[src/rtl/snd_pkg.sv]
// Shared constants for the sound SDRAM arbiter: default parameters,
// FSM state encoding and the word returned on a timed-out read.
package snd_pkg;

  localparam int AW_DEF         = 25;
  localparam int STARVE_MAX_DEF = 4;
  localparam int TIMEOUT_DEF    = 1023;

  typedef logic [1:0] state_t;

  localparam state_t ST_IDLE  = 2'd0;
  localparam state_t ST_ISSUE = 2'd1;
  localparam state_t ST_WAIT  = 2'd2;
  localparam state_t ST_DONE  = 2'd3;

  localparam logic [63:0] ERR_WORD = 64'hFFFF_FFFF_FFFF_FFFF;

endpackage

[src/rtl/snd_sdr_arb_if.sv]
// Bundle of the two requester ports and the SDRAM controller side.
// slave = the arbiter, master = whoever drives requests and SDRAM responses.
interface snd_sdr_arb_if
  import snd_pkg::*;
#(
  parameter int AW = AW_DEF
);

  logic          p0_req;
  logic [AW-1:0] p0_addr;
  logic          p0_rdy;
  logic          p1_req;
  logic [AW-1:0] p1_addr;
  logic          p1_rdy;
  logic [63:0]   rd_data;
  logic          rd_err;
  logic [AW-1:0] sdr_addr;
  logic          sdr_req;
  logic [63:0]   sdr_data;
  logic          sdr_rdy;

  modport slave (
    input  p0_req, p0_addr, p1_req, p1_addr, sdr_data, sdr_rdy,
    output p0_rdy, p1_rdy, rd_data, rd_err, sdr_addr, sdr_req
  );

  modport master (
    output p0_req, p0_addr, p1_req, p1_addr, sdr_data, sdr_rdy,
    input  p0_rdy, p1_rdy, rd_data, rd_err, sdr_addr, sdr_req
  );

endinterface

[src/rtl/snd_arb_pick.sv]
// Two-port arbiter decision: port 0 has fixed priority, but port 1 is
// forced through once port 0 has been granted STARVE_MAX times in a row
// while port 1 was waiting.
module snd_arb_pick
  import snd_pkg::*;
#(
  parameter int STARVE_MAX = STARVE_MAX_DEF
)(
  input  logic clk_sys,
  input  logic reset,
  input  logic p0_req,
  input  logic p1_req,
  input  logic grant,
  output logic valid,
  output logic pick_p1
);

  localparam int CW = $clog2(STARVE_MAX + 1);
  localparam logic [CW-1:0] STARVE_V = CW'(STARVE_MAX);

  logic [CW-1:0] starve_cnt;

  assign valid   = p0_req | p1_req;
  assign pick_p1 = p1_req & (~p0_req | (starve_cnt == STARVE_V));

  // Count port-0 grants that bypassed a waiting port 1; reset when port 1 is served or stops asking.
  always_ff @(posedge clk_sys) begin
    if (reset) begin
      starve_cnt <= '0;
    end else if (!p1_req || (grant && pick_p1)) begin
      starve_cnt <= '0;
    end else if (grant && (starve_cnt != STARVE_V)) begin
      starve_cnt <= starve_cnt + 1'b1;
    end
  end

endmodule

[src/rtl/snd_sdr_arb.sv]
// Shares one SDRAM read channel between the GA20 sample cache (port 0)
// and the sound ROM prefetcher (port 1). One access is outstanding at a
// time; a stuck SDRAM response is cut off after TIMEOUT+1 wait cycles and
// answered with an all-ones word and an error pulse.
module snd_sdr_arb
  import snd_pkg::*;
#(
  parameter int AW         = AW_DEF,
  parameter int STARVE_MAX = STARVE_MAX_DEF,
  parameter int TIMEOUT    = TIMEOUT_DEF
)(
  input  logic clk_sys,
  input  logic reset,
  input  logic paused,
  snd_sdr_arb_if.slave bus
);

  localparam int TW = $clog2(TIMEOUT + 1);
  localparam logic [TW-1:0] TIMEOUT_V = TW'(TIMEOUT);

  state_t        state;
  logic          owner;
  logic [AW-1:0] addr_q;
  logic [TW-1:0] tmo_cnt;

  logic          sdr_req_q;
  logic [AW-1:0] sdr_addr_q;
  logic [63:0]   rd_data_q;
  logic          p0_rdy_q;
  logic          p1_rdy_q;
  logic          rd_err_q;

  logic          pick_valid;
  logic          pick_p1;
  logic          grant;

  assign grant = (state == ST_IDLE) && !paused && pick_valid;

  snd_arb_pick #(
    .STARVE_MAX(STARVE_MAX)
  ) u_pick (
    .clk_sys(clk_sys),
    .reset(reset),
    .p0_req(bus.p0_req),
    .p1_req(bus.p1_req),
    .grant(grant),
    .valid(pick_valid),
    .pick_p1(pick_p1)
  );

  assign bus.sdr_req  = sdr_req_q;
  assign bus.sdr_addr = sdr_addr_q;
  assign bus.rd_data  = rd_data_q;
  assign bus.p0_rdy   = p0_rdy_q;
  assign bus.p1_rdy   = p1_rdy_q;
  assign bus.rd_err   = rd_err_q;

  // Access sequencer: grant in IDLE, drive SDRAM in ISSUE, wait for data or timeout, then pulse the owner's rdy.
  always_ff @(posedge clk_sys) begin
    if (reset) begin
      state      <= ST_IDLE;
      owner      <= 1'b0;
      addr_q     <= '0;
      tmo_cnt    <= '0;
      sdr_req_q  <= 1'b0;
      sdr_addr_q <= '0;
      rd_data_q  <= '0;
      p0_rdy_q   <= 1'b0;
      p1_rdy_q   <= 1'b0;
      rd_err_q   <= 1'b0;
    end else begin
      p0_rdy_q <= 1'b0;
      p1_rdy_q <= 1'b0;
      rd_err_q <= 1'b0;
      case (state)
        ST_IDLE: begin
          if (grant) begin
            owner  <= pick_p1;
            addr_q <= pick_p1 ? bus.p1_addr : bus.p0_addr;
            state  <= ST_ISSUE;
          end
        end
        ST_ISSUE: begin
          sdr_addr_q <= addr_q;
          sdr_req_q  <= 1'b1;
          tmo_cnt    <= '0;
          state      <= ST_WAIT;
        end
        ST_WAIT: begin
          if (bus.sdr_rdy) begin
            rd_data_q <= bus.sdr_data;
            sdr_req_q <= 1'b0;
            p0_rdy_q  <= ~owner;
            p1_rdy_q  <= owner;
            state     <= ST_DONE;
          end else if (tmo_cnt == TIMEOUT_V) begin
            rd_data_q <= ERR_WORD;
            sdr_req_q <= 1'b0;
            rd_err_q  <= 1'b1;
            p0_rdy_q  <= ~owner;
            p1_rdy_q  <= owner;
            state     <= ST_DONE;
          end else begin
            tmo_cnt <= tmo_cnt + 1'b1;
          end
        end
        ST_DONE: begin
          state <= ST_IDLE;
        end
        default: begin
          state <= ST_IDLE;
        end
      endcase
    end
  end

endmodule

[src/flat_wrapper.sv]
// flat-port wrapper written by rule: the top's interface ports become plain ports
module snd_sdr_arb_flat import snd_pkg::*;
#(
  parameter int AW         = AW_DEF,
  parameter int STARVE_MAX = STARVE_MAX_DEF,
  parameter int TIMEOUT    = TIMEOUT_DEF
)
  (clk_sys, reset, paused, bus_p0_req, bus_p0_addr, bus_p1_req, bus_p1_addr, bus_sdr_data, bus_sdr_rdy, bus_p0_rdy, bus_p1_rdy, bus_rd_data, bus_rd_err, bus_sdr_addr, bus_sdr_req);
  snd_sdr_arb_if #(.AW(AW)) bus_i ();
  input  logic clk_sys;
  input  logic reset;
  input  logic paused;
  input wire logic [$bits(bus_i.p0_req)-1:0] bus_p0_req;
  input wire logic [$bits(bus_i.p0_addr)-1:0] bus_p0_addr;
  input wire logic [$bits(bus_i.p1_req)-1:0] bus_p1_req;
  input wire logic [$bits(bus_i.p1_addr)-1:0] bus_p1_addr;
  input wire logic [$bits(bus_i.sdr_data)-1:0] bus_sdr_data;
  input wire logic [$bits(bus_i.sdr_rdy)-1:0] bus_sdr_rdy;
  output wire logic [$bits(bus_i.p0_rdy)-1:0] bus_p0_rdy;
  output wire logic [$bits(bus_i.p1_rdy)-1:0] bus_p1_rdy;
  output wire logic [$bits(bus_i.rd_data)-1:0] bus_rd_data;
  output wire logic [$bits(bus_i.rd_err)-1:0] bus_rd_err;
  output wire logic [$bits(bus_i.sdr_addr)-1:0] bus_sdr_addr;
  output wire logic [$bits(bus_i.sdr_req)-1:0] bus_sdr_req;
  assign bus_i.p0_req = bus_p0_req;
  assign bus_i.p0_addr = bus_p0_addr;
  assign bus_i.p1_req = bus_p1_req;
  assign bus_i.p1_addr = bus_p1_addr;
  assign bus_i.sdr_data = bus_sdr_data;
  assign bus_i.sdr_rdy = bus_sdr_rdy;
  assign bus_p0_rdy = bus_i.p0_rdy;
  assign bus_p1_rdy = bus_i.p1_rdy;
  assign bus_rd_data = bus_i.rd_data;
  assign bus_rd_err = bus_i.rd_err;
  assign bus_sdr_addr = bus_i.sdr_addr;
  assign bus_sdr_req = bus_i.sdr_req;
  snd_sdr_arb #(.AW(AW), .STARVE_MAX(STARVE_MAX), .TIMEOUT(TIMEOUT)) u_core (.clk_sys(clk_sys), .reset(reset), .paused(paused), .bus(bus_i));
endmodule
[config.mk]
export PLATFORM = sky130hd
export DESIGN_NAME = snd_sdr_arb_flat
export DESIGN_NICKNAME = d
export VERILOG_FILES = /design/src/rtl/snd_pkg.sv /design/src/rtl/snd_sdr_arb_if.sv /design/src/rtl/snd_arb_pick.sv /design/src/rtl/snd_sdr_arb.sv /design/src/flat_wrapper.sv
export SDC_FILE = /design/constraint.sdc
export NUM_CORES = 1
export LEC_CHECK = 0
export BUFFER_PORTS_ARGS = -buffer_cell sky130_fd_sc_hd__buf_2
export CORE_MARGIN = 2
export CORE_UTILIZATION = 40
export CTS_BUF_LIST = sky130_fd_sc_hd__clkbuf_8
export CTS_CLUSTER_SIZE = 25
export DETAILED_ROUTE_END_ITERATION = 10
export HOLD_SLACK_MARGIN = 0.12
export PLACE_DENSITY = 0.78
export REMOVE_ABC_BUFFERS = 1
export SYNTH_ARGS = -nofsm -noshare
export SYNTH_HDL_FRONTEND = slang
export SYNTH_SLANG_ARGS = --single-unit
export TNS_END_PERCENT = 20
[constraint.sdc]
create_clock -name clk_sys -period 3.3 [get_ports clk_sys]
set_input_delay 0.99 -clock clk_sys [delete_from_list [all_inputs] [get_ports clk_sys]]
set_output_delay 0.99 -clock clk_sys [all_outputs]
set_load 0.005 [all_outputs]
==> results.yml <==
sta:
  final-hold-violation-count: 0
  rsz0062_at_grt: "false"
  setup_violations: 0
  setup_ws_ns: 1.20
  maxSlewHeadroom: 0.448
  finalMaxSlewViolations: 0
  fin_crit_ns: 2.10
  max_freq_mhz: 476
  timing.final.crit_share: 0.637
  fin_skew_ns: 0.0141
  worst_pin_slew_ns: 0.828
  fin_setup_tns_ns: 0
synth:
  ys_seq_area_frac: 0.500
  synth_simple_gate_area_frac: 0.181
  synth-edff-count: 0
  synth_common_cells: "nor2_1 (189), dfxtp_1 (134), o21a_1 (65)"
  yosys.area_share.adder: 0.0140
  synth_top_family_by_area: "simple AND/OR/NAND/NOR gates"
  synthArstFlopShare: 0
  synth.most_common_cell: "nor2_1"
  netlist_instances: 586
  synthMuxAreaShare: 0.0990
  synth_xor_area_frac: 0.00327
  synthFlopType: "dfxtp_1"
  syn_area_mm2: 0.00536
  synth_compound_area_frac: 0.157
  synth_top_area_frac: 0.500
  yosysWarnings: 0
  synth-seq-cells: 134
  synth_area_leaders: "dfxtp_1 (50%), nor2_1 (13%), mux2i_1 (9.9%)"
  syn_area_per_cell_um2: 9.15
  synth_cell_types: 41
  synth_top_area_cell: "dfxtp_1"
outcome:
  outcome: "finished clean"
floorplan:
  initial_core_util: 0.406
  die_x_um: 120
  rows: 42
  die_h_um: 120
  ios: 213
  dieArea_mm2: 0.0143
  core_area_mm2: 0.0132
setup_path:
  slowest_delay_ns: 0.55
  crit_slowest_cell: "buf_4"
  crit_fanout: 60
  worstPathArrival_ns: 2.48
  critical_path.cell_chain: "ha_1 -> and3_1 -> a41oi_2 -> nor2_4 -> buf_4 -> o21a_1"
  start_kind: "register"
  path_buf_inv: 1
  crit_path_end_kind: "register"
  critical-path-top-delay-family: "buffers and inverters"
  worstSetupPathType: "reg2reg"
  cp.required_ns: 3.67
placed_design:
  hpwl_um: 8580
  pre_cts_slack_ns: 0.904
  gp_congestion: 0.763
  portBuffers: 212
cells_and_area:
  drive_above_1_share: 0.322
  seq_area_mm2: 0.00268
  nets: 913
  area_growth_pct: 28.6
  antenna_cells: 0
  nFillCells: 1236
  multi_input_area_mm2: 0.00246
power:
  irDropWorstVdd_mv: 0.469
  p_leak_nw: 3.32
  pwr-share-seq: 0.456
  internal_power_w: 0.00311
  power_frac_comb: 0.258
  swShare: 0.302
  p_per_area_mw_per_mm2: 645
  p_switching_w: 0.00134
  power_frac_clock: 0.286
flow_run:
  maxCapViolations: 0
detailed_routing:
  wl_per_cell_um: 12.5
  wirelength_um: 12200
  drt_iter0_drc: 279
  drc_errors: 0
  antenna_left: 0
  vias: 4698
  vias_per_cell: 4.82
  dr.pass1.iters: 4
cts:
  cts-root-buf: "clkbuf_8"
  clk_pin_slew_ns: 0.07
  cts_made_buffers: 17
  clockBufferDepth: 2
  clock_latency_ns: 0.44
  clkSinkCount: 134
  postCtsSetupBuffers: 0
  htree_levels: 4
  hold_buffers: 0
  post_cts_resized: 0
  cts_tree: "built"
global_routing:
  grt_pass1_wl_um: 20200
  grt_max_degree: 79
  grt_overflow: 0
  antenna_found_initial: 0
  grt_pass1_vias: 4518
  track_usage: 0.174
min_path:
  hold_class: "reg2reg"
==> metal layers <==
| metal | wire length, um | global-route usage | part of all wire |
|---|---|---|---|
| met5 | 0 | 0 | 0 |
| met4 | 205 | 0.0566 | 0.017 |
| met3 | 822 | 0.0718 | 0.067 |
| met2 | 5880 | 0.296 | 0.48 |
| met1 | 5310 | 0.198 | 0.43 |
==> through the flow <==
stage	hold slack, ns	total power (W)	std cells	cell area, um^2	util
6_report	0.453	0.00445	974	6900	0.523
5_1_grt	0.473	0.00472	974	6900	0.523
4_1_cts	0.458	0.00449	974	6900	0.523
3_5_place_dp	0.443	0.00322	944	6530	0.495
3_3_place_gp	0.441	0.00319	944	6530	0.495
2_1_floorplan	0.413	0.00276	547	5140	-
==> power groups by stage <==
| stage | Combinational, W | Sequential, W | Clock (W) |
|---|---|---|---|
| 6_report | 0.00115 | 0.00203 | 0.00127 |
| 5_1_grt | 0.00129 | 0.00206 | 0.00137 |
| 4_1_cts | 0.00116 | 0.00203 | 0.00130 |
| 3_5_place_dp | 0.00116 | 0.00206 | 0 |
| 3_3_place_gp | 0.00114 | 0.00206 | 0 |
| 2_1_floorplan | 0.000684 | 0.00207 | 0 |
==> flip-flops by register name, indices dropped and copies added (netlist names) <==
name,cells
u_core.bus.rd_data,64
u_core.addr_q,25
u_core.bus.sdr_addr,25
u_core.tmo_cnt,10
u_core.u_pick.starve_cnt,3
u_core.state,2
u_core.bus.p0_rdy,1
u_core.bus.p1_rdy,1
u_core.bus.rd_err,1
u_core.bus.sdr_req,1
u_core.owner,1
==> cell usage in the layout, fill, tap and decap left out, types with 4 or more instances in the layout <==
master / synthesis / final
mux2i_1: 53 / 53
a211oi_1: 26 / 26
nor2_1: 189 / 189
dfxtp_1: 134 / 134
ha_1: 6 / 6
nand2_1: 6 / 5
o21a_1: 65 / 65
inv_1: 7 / 10
or3_1: 4 / 4
clkinv_2: 0 / 4
buf_4: 2 / 9
nand2b_1: 4 / 4
clkbuf_8: 0 / 18
nand3_1: 5 / 5
buf_2: 8 / 211
o21ai_0: 4 / 4
a21oi_1: 6 / 6
==> cells by family (layout without fill, tap and decap cells) <==
kind of cell               after synthesis  in the layout
AOI/OAI and AO/OA                      113            113
xor gates and xnor gates                 2              2
and+or+nand+nor                        232            232
buffers and inverters                   46            258
muxes                                   53             53
adders and majority gates                6              6
DFF                                    134            134
==> final cells by class <==
| cell class | instances | area share |
|---|---|---|
| flip-flops and latches | 134 | 0.389 |
| multi-input cells | 406 | 0.357 |
| repair buffers | 221 | 0.166 |
| clock buffers | 18 | 0.0359 |
| well taps | 176 | 0.0319 |
| clock inverters | 12 | 0.0169 |
| inverters | 7 | 0.00381 |
==> final timing paths <==
check	end	depth (start not counted)	startpoint	slack, ns
max	u_core.bus.rd_data[7]$_SDFFE_PP0P_	6	u_core.tmo_cnt[0]$_SDFFE_PP0P_	1.20
min	u_core.bus.p0_rdy$_SDFF_PP0_	1	u_core.owner$_SDFFE_PP0P_	0.45
max reg2reg	u_core.bus.rd_data[7]$_SDFFE_PP0P_	6	u_core.tmo_cnt[0]$_SDFFE_PP0P_	1.20
min reg2reg	u_core.bus.p0_rdy$_SDFF_PP0_	1	u_core.owner$_SDFFE_PP0P_	0.45
Note: power is estimated with default switching activity, not from simulation.
